==> src/rtl/alu_exec_seq.sv <==
// Sequential execute-stage ALU: single-cycle arithmetic/logic/branch compare,
// iterative one-bit-per-cycle shifter, valid/ready handshake on both sides.
module alu_exec_seq #(
   parameter int XLEN           = 32,
   parameter int ALU_DECODER_IN = 3
) (
   input  logic                      CLK,
   input  logic                      rst,
   input  logic                      in_valid,
   output logic                      in_ready,
   input  logic [ALU_DECODER_IN-1:0] ALU_Ctrl,
   input  logic                      Sub,
   input  logic [2:0]                Funct3,
   input  logic                      Funct7_5,
   input  logic [XLEN-1:0]           SrcA,
   input  logic [XLEN-1:0]           SrcB,
   output logic                      out_valid,
   input  logic                      out_ready,
   output logic [XLEN-1:0]           ALU_Result,
   output logic                      Branch_Taken,
   output logic                      busy
);

   // state | meaning
   // IDLE  | ready to accept an operation
   // SHIFT | iterative shift in progress, one bit per cycle
   // DONE  | result registered, waiting for out_ready
   typedef enum logic [1:0] {IDLE, SHIFT, DONE} state_t;
   typedef enum logic [1:0] {SK_NONE, SK_SLL, SK_SRL, SK_SRA} shift_kind_t;

   localparam int SHW = $clog2(XLEN);
   localparam logic [SHW-1:0] CNT_ONE = SHW'(1);

   localparam logic [ALU_DECODER_IN-1:0] CLS_ADD   = ALU_DECODER_IN'(0);
   localparam logic [ALU_DECODER_IN-1:0] CLS_SLT   = ALU_DECODER_IN'(1);
   localparam logic [ALU_DECODER_IN-1:0] CLS_LOGIC = ALU_DECODER_IN'(2);
   localparam logic [ALU_DECODER_IN-1:0] CLS_SHIFT = ALU_DECODER_IN'(3);
   localparam logic [ALU_DECODER_IN-1:0] CLS_BR    = ALU_DECODER_IN'(4);

   state_t          state, state_next;
   shift_kind_t     kind_in, kind_q;
   logic [XLEN-1:0] work_q, work_step;
   logic [SHW-1:0]  cnt_q;
   logic [SHW-1:0]  shamt;
   logic            accept;
   logic            shift_start;
   logic [XLEN-1:0] op_result;
   logic            op_taken;
   logic            lt_s, lt_u, eq;

   assign in_ready  = (state == IDLE);
   assign out_valid = (state == DONE);
   assign busy      = (state == SHIFT);
   assign accept    = in_valid && in_ready;
   assign shamt     = SrcB[SHW-1:0];

   assign lt_s = $signed(SrcA) < $signed(SrcB);
   assign lt_u = SrcA < SrcB;
   assign eq   = SrcA == SrcB;

   always_comb begin
      kind_in = SK_NONE;
      if (Funct3 == 3'b001)
         kind_in = SK_SLL;
      else if (Funct3 == 3'b101)
         kind_in = Funct7_5 ? SK_SRA : SK_SRL;
   end

   assign shift_start = accept && (ALU_Ctrl == CLS_SHIFT) &&
                        (kind_in != SK_NONE) && (shamt != '0);

   // Non-shift result; for the shift class this only covers shamt=0 / bad Funct3.
   always_comb begin
      op_result = '0;
      op_taken  = 1'b0;
      case (ALU_Ctrl)
         CLS_ADD:   op_result = Sub ? (SrcA - SrcB) : (SrcA + SrcB);
         CLS_SLT: begin
            if (Funct3 == 3'b010)
               op_result = {{(XLEN-1){1'b0}}, lt_s};
            else if (Funct3 == 3'b011)
               op_result = {{(XLEN-1){1'b0}}, lt_u};
         end
         CLS_LOGIC: begin
            case (Funct3)
               3'b111:  op_result = SrcA & SrcB;
               3'b110:  op_result = SrcA | SrcB;
               3'b100:  op_result = SrcA ^ SrcB;
               default: op_result = '0;
            endcase
         end
         CLS_SHIFT: op_result = (kind_in != SK_NONE) ? SrcA : '0;
         CLS_BR: begin
            case (Funct3)
               3'b000:  op_taken = eq;
               3'b001:  op_taken = !eq;
               3'b100:  op_taken = lt_s;
               3'b101:  op_taken = !lt_s;
               3'b110:  op_taken = lt_u;
               3'b111:  op_taken = !lt_u;
               default: op_taken = 1'b0;
            endcase
         end
         default: begin
            op_result = '0;
            op_taken  = 1'b0;
         end
      endcase
   end

   always_comb begin
      case (kind_q)
         SK_SLL:  work_step = {work_q[XLEN-2:0], 1'b0};
         SK_SRL:  work_step = {1'b0, work_q[XLEN-1:1]};
         SK_SRA:  work_step = {work_q[XLEN-1], work_q[XLEN-1:1]};
         default: work_step = work_q;
      endcase
   end

   always_ff @(posedge CLK) begin
      if (rst)
         state <= IDLE;
      else
         state <= state_next;
   end

   always_comb begin
      state_next = state;
      case (state)
         IDLE: begin
            if (accept)
               state_next = shift_start ? SHIFT : DONE;
         end
         SHIFT: begin
            if (cnt_q == CNT_ONE)
               state_next = DONE;
         end
         DONE: begin
            if (out_ready)
               state_next = IDLE;
         end
         default: state_next = IDLE;
      endcase
   end

   always_ff @(posedge CLK) begin
      if (rst) begin
         work_q       <= '0;
         cnt_q        <= '0;
         kind_q       <= SK_NONE;
         ALU_Result   <= '0;
         Branch_Taken <= 1'b0;
      end else if (accept) begin
         if (shift_start) begin
            work_q <= SrcA;
            cnt_q  <= shamt;
            kind_q <= kind_in;
         end else begin
            ALU_Result   <= op_result;
            Branch_Taken <= op_taken;
         end
      end else if (state == SHIFT) begin
         work_q <= work_step;
         cnt_q  <= cnt_q - CNT_ONE;
         if (cnt_q == CNT_ONE) begin
            ALU_Result   <= work_step;
            Branch_Taken <= 1'b0;
         end
      end
   end

endmodule
==> config.mk <==
export PLATFORM = sky130hd
export DESIGN_NAME = alu_exec_seq
export DESIGN_NICKNAME = d
export VERILOG_FILES = /design/src/rtl/alu_exec_seq.sv
export SDC_FILE = /design/constraint.sdc
export NUM_CORES = 1
export LEC_CHECK = 0
export CORE_MARGIN = 3
export CORE_UTILIZATION = 45
export DETAILED_ROUTE_END_ITERATION = 10
export DONT_BUFFER_PORTS = 1
export PLACE_DENSITY = 0.57
export SYNTH_ARGS = -nofsm -noshare
export SYNTH_HDL_FRONTEND = slang
export SYNTH_SLANG_ARGS = --single-unit
==> constraint.sdc <==
create_clock -name CLK -period 2.8 [get_ports CLK]
set_input_delay 0.14 -clock CLK [delete_from_list [all_inputs] [get_ports CLK]]
set_output_delay 0.14 -clock CLK [all_outputs]
set_load 0.02 [all_outputs]
Word-level counts from Yosys, hierarchy flattened
Index checks and enable logic that the tools add are counted.

Flip-flop bits (word level): 74. Input port bits: 76. Logic and storage cells: 86. Output and inout port bits: 36.

Add/sub/neg operators: 3. Bitwise gates (word level): 3. Order comparisons: 2. Eq/ne operators: 23. Mux-type cells: 31. Reduce and logical (&&, ||, !) cells: 18.

Operators with widths (number): $mux W32 (9); $pmux W32 S3 (2); $pmux W32 S4 (1); $lt A32 B32 Y1 (2); $add A32 B32 Y32 (1); $and A32 B32 Y32 (1); $eq A32 B32 Y1 (1); $or A32 B32 Y32 (1); $sub A32 B32 Y32 (1); $xor A32 B32 Y32 (1); $eq A3 B3 Y1 const B (5); $mux W5 (3); $eq A3 B2 Y1 const B (4); $mux W2 (6); $mux W1 (8); $ne A2 B1 Y1 const B (4); $eq A2 B2 Y1 const B (3); $eq A3 B1 Y1 const B (2); $logic_not A3 Y1 (2); $pmux W1 S6 (1); $pmux W2 S3 (1); $reduce_and A3 Y1 (2); $reduce_bool A2 Y1 (3); $eq A5 B1 Y1 const B (1); other kinds (8) (15).

Depth between registers and ports, before layout
Word-level depth: 9. Depth in mapped cells: 12. Mapped depth without buffers: 12.

Least setup slack after synthesis
Ideal clock, no wire load.

Path kind: input-to-reg. From: in SrcA[14]. To: reg ALU_Result[21]. Stages: 11. Path slack: 0.224 ns. Required time: 2.721 ns. Library setup time: 0.079 ns. Data arrival time: 2.496 ns. Path buffers: 1. Cells stage by stage: inv_1 > ha_1 > buf_6 > or4_4 > nand2b_4 > a311oi_4 > nor3_2 > o41ai_4 > a21oi_1 > o211a_1 > a211oi_2.

Cells in the longest elaborated chain, start to end: 5.

Ends and longest elaborated chain: start, declared (line 15) `input logic [XLEN-1:0] SrcA,`; $add A32 B32 Y32 / $sub A32 B32 Y32 (equally long branches) (line 77) `CLS_ADD: op_result = Sub ? (SrcA - SrcB) : (SrcA + SrcB);`; $mux W32 * (line 77); $pmux W32 S4 * (line 76) `case (ALU_Ctrl)`; $mux W32 * (line 154) `if (shift_start) begin`; $mux W32 * (line 153) `end else if (accept) begin`; end signal, assigned (line 159) `ALU_Result <= op_result;`; end signal, assigned (line 166) `ALU_Result <= work_step;`; end, declared (line 19) `output logic [XLEN-1:0] ALU_Result,`.

Mark *: on every way between the ends. The rest lies on a longest branch, timed or not. The select of a mux whose other input is x is not followed. A chain may end at the register's enable or synchronous reset.

Final worst setup path
From: reg state[0]. To: reg ALU_Result[17].

Cells in the longest elaborated chain, start to end: 7.

Ends and longest elaborated chain: start, declared (line 40) `state_t state, state_next;`; start signal, assigned (line 124) `state <= state_next;`; $logic_not A2 Y1 (line 51) `assign in_ready = (state == IDLE);`; $logic_and A1 B1 Y1 (line 54) `assign accept = in_valid && in_ready;`; $logic_and A1 B1 Y1 (2 in a row) (line 69) `assign shift_start = accept && (ALU_Ctrl == CLS_SHIFT) &&`; $logic_and A1 B1 Y1 (line 70) `(kind_in != SK_NONE) && (shamt != '0);`; $ne A2 B2 Y1 (no source line); $reduce_and A3 Y1 (no source line).

Several ways; a longest one is shown, not always the timed one.

==> results.ini <==
[power]
p_leak_nw = 4.33
pwr_density_cell_mw_per_mm2 = 369
power_frac_seq = 0.303
internal-power_w = 0.00243
p_sw_frac = 0.382
clkPwrFrac = 0.348
p_sw_w = 0.00150
irDropWorstVdd_uv = 266
power_w = 0.00393
p_comb_frac = 0.348

[timing]
clock.fmax_ghz = 0.387
whs_ns = -0.00180
rsz0062_at_grt = false
finalHoldViolations = 1
worst_pin_slew_ns = 0.593
fin_crit_sh = 0.924
slew_headroom = 0.594
fin_crit_ns = 2.59
finalSetupViolCount = 0
final_max_slew_viol_count = 0
skew_ns = 0.00893

[detailed_routing]
wl_per_cell_um = 21.8
drc_errors = 0
drt_wl_total_um = 36100
drt_iter0_drc = 1157
vias_per_cell = 6.33
drt-pass1-iter-count = 6
via_count = 10500
drtAntennaViolNets = 0

[global_route]
antenna_found_initial = 1
grt_pass1_wl_um = 56200
grt_pass1_vias = 9902
grt_max_degree = 73
grt_usage = 0.311
overflow = 0

[worst_setup_path]
cp-start-kind = flop
cpLargestDelayFamily = compound AO/OA/AOI/OAI gates
cp.depth = 8
cp_num_buf_inv = 1
r2r_start = state[0]
path_cells = nor2_1 > nand2_1 > o311ai_1 > a21o_1 > buf_4 > a211oi_1 > and3_1 > nor3_1
crit_fanout = 9
r2r_setup_slack_ns = 0.21
max_stage_delay_ns = 0.61
r2r_cells = 8
cp-end-kind = flop
rr_endpoint = ALU_Result[17]
required_ns = 3.09
worstSetupPathType = reg2reg
cp_data_arrival_time_ns = 2.88
cp_slowest_cell = a21o_1

[finish]
diodes = 0
syn_to_final_growth_pct = 11.9
drive_gt1_frac = 0.0788
fin_nets = 1555
final_core_util = 0.520

[flow_run]
drv_cap = 0

[yosys]
ys_types = 77
ys.flop_type = dfxtp_1
synthesis.nets = 1552
yosysWarnings = 0
ys_seq_area_frac = 0.156
syn_inst = 1376
synth_edf_count = 0
synth_area_per_cell_um2 = 6.92
synth-seq-cells = 74
synthArstFlopShare = 0
synth_area_mm2 = 0.00952

[clock_network]
cts.clk_slew.worst_paths_ns = 0.07
clock_latency_ns = 0.36
clock-root-buffer = clkbuf_16
htree_levels = 3
clock-sinks = 74
clock_path_buffers = 2
numCtsBuffers = 9
cts_tree = done

[floorplanning]
die_y_um = 151
die_w_um = 151
start_util = 0.464
rows = 52
io-pin-count = 112
core_mm2 = 0.0205
dieArea_mm2 = 0.0229

[hold_path]
hp-class = in2reg
min_from = SrcA[23]
whs_endpoint = work_q[23]
whs_path_depth = 2

[placement]
dp_hpwl_um = 26200
place.gp.congestion = 0.952
io_buffers = 0

[status]
outcome = finished, violations left
violations = hold timing

## cells in the mapped netlist, drive strengths merged, types with 7 or more instances
cell / number / area [um2]
nor2b: 16 / 100
nand3: 21 / 105
nand4: 11 / 68.8
xnor2: 12 / 105
a21oi: 121 / 606
o22ai: 30 / 188
o221ai: 7 / 61.3
a221oi: 10 / 87.6
a311oi: 14 / 140
nor2: 185 / 694
dfxtp: 74 / 1480
nand2: 68 / 255
ha: 98 / 1230
nand2b: 15 / 101
clkbuf: 87 / 327
and3: 10 / 62.6
nor4: 13 / 81.3
a211oi: 57 / 433
a31oi: 18 / 113
or3: 11 / 68.8
nor3: 71 / 360
inv: 119 / 447
a21o: 13 / 97.6
o211ai: 15 / 113
o31ai: 13 / 108
o21ai: 64 / 320
or4: 7 / 56.3
o21bai: 7 / 52.6
a22oi: 36 / 270
buf: 18 / 87.6
mux2i: 63 / 631
## cell type report
class / count / area, um2
timing repair buffer: 97 / 851
sequential: 74 / 1480
tap: 270 / 338
inverter: 120 / 450
fill: 2127 / 9840
multi-input combinational: 1077 / 7200
clock inverter: 7 / 101
clock buffer: 9 / 225
## layer usage
metal / vias up / track usage / routed length, um
met3: 57 / 0.0649 / 2850
met2: 425 / 0.481 / 15900
met1: 4983 / 0.434 / 16500
met4: 0 / 0.0943 / 836
met5: - / 0 / 0
li1: 5012 / - / -
## power by group through the flow
| stage | sequential, W | clock (W) | combinational, W |
|---|---|---|---|
| finish | 0.00119 | 0.00137 | 0.00137 |
| global route | 0.00120 | 0.00142 | 0.00150 |
| CTS | 0.00119 | 0.00138 | 0.00134 |
| detailed placement | 0.00122 | 0 | 0.00128 |
| global placement | 0.00122 | 0 | 0.00128 |
| floorplan | 0.00120 | 0 | 0.000953 |
## worst max-delay path by stage
stage | start | to
finish | state[0] | ALU_Result[17]
global route | state[0] | ALU_Result[17]
floorplan | SrcA[14] | ALU_Result[21]
global placement | SrcA[5] | ALU_Result[13]
CTS | SrcA[5] | ALU_Result[13]
detailed placement | SrcA[5] | ALU_Result[13]
## registers in the layout (all words and copies together) (netlist names)
register / cells
ALU_Result: 32
work_q: 32
cnt_q: 5
kind_q: 2
state: 2
Branch_Taken: 1
## worst register-to-register path: stages (launching register included)
cell,delay [ns]
dfxtp_1,0.35
nor2_1,0.20
nand2_1,0.10
o311ai_1,0.53
a21o_1,0.61
buf_4,0.29
a211oi_1,0.08
and3_1,0.22
nor3_1,0.15
## cells in the final DEF (no fill, tap or decap), drive strengths merged, types with 14 or more instances in the layout
| master | n |
|---|---|
| a31oi | 18 |
| nand3 | 21 |
| o21ai | 64 |
| o211ai | 15 |
| nor2 | 185 |
| nor2b | 16 |
| nand2 | 68 |
| dfxtp | 74 |
| a311oi | 14 |
| inv | 120 |
| nand2b | 15 |
| dlygate4sd3 | 26 |
| o22ai | 30 |
| nor3 | 71 |
| ha | 98 |
| a22oi | 36 |
| a21oi | 121 |
| a211oi | 57 |
| buf | 71 |
| mux2i | 63 |
## kinds of logic after synthesis
group	after synthesis	share of synthesized area
AOI/OAI and AO/OA	447	0.314
xor gates and xnor gates	14	0.0129
adders and majority gates	100	0.133
buffers and inverters	225	0.0908
DFF	74	0.156
muxes	65	0.0686
and+or+nand+nor	451	0.225
## what timing repair did
item,4_1_cts,5_1_grt
hold buffers,27,0
setup buffers,0,0
hold endpoints to repair,73,0
resized for setup,0,0
## metrics by stage
step / area (um2) / setup slack, ns / hold slack (ns) / instances / setup TNS (ns)
4_1_cts: 10700 / 0.242 / 0.00307 / 1654 / 0
5_1_grt: 10700 / 0.0976 / 0.0226 / 1654 / 0
2_1_floorplan: 9520 / 0.224 / 0.289 / 1376 / 0
3_5_place_dp: 10000 / -0.0755 / 0.220 / 1611 / -0.0755
3_3_place_gp: 10000 / -0.190 / 0.214 / 1611 / -0.190
6_report: 10700 / 0.213 / -0.00180 / 1654 / 0
Note: power is estimated with default switching activity, not from simulation.
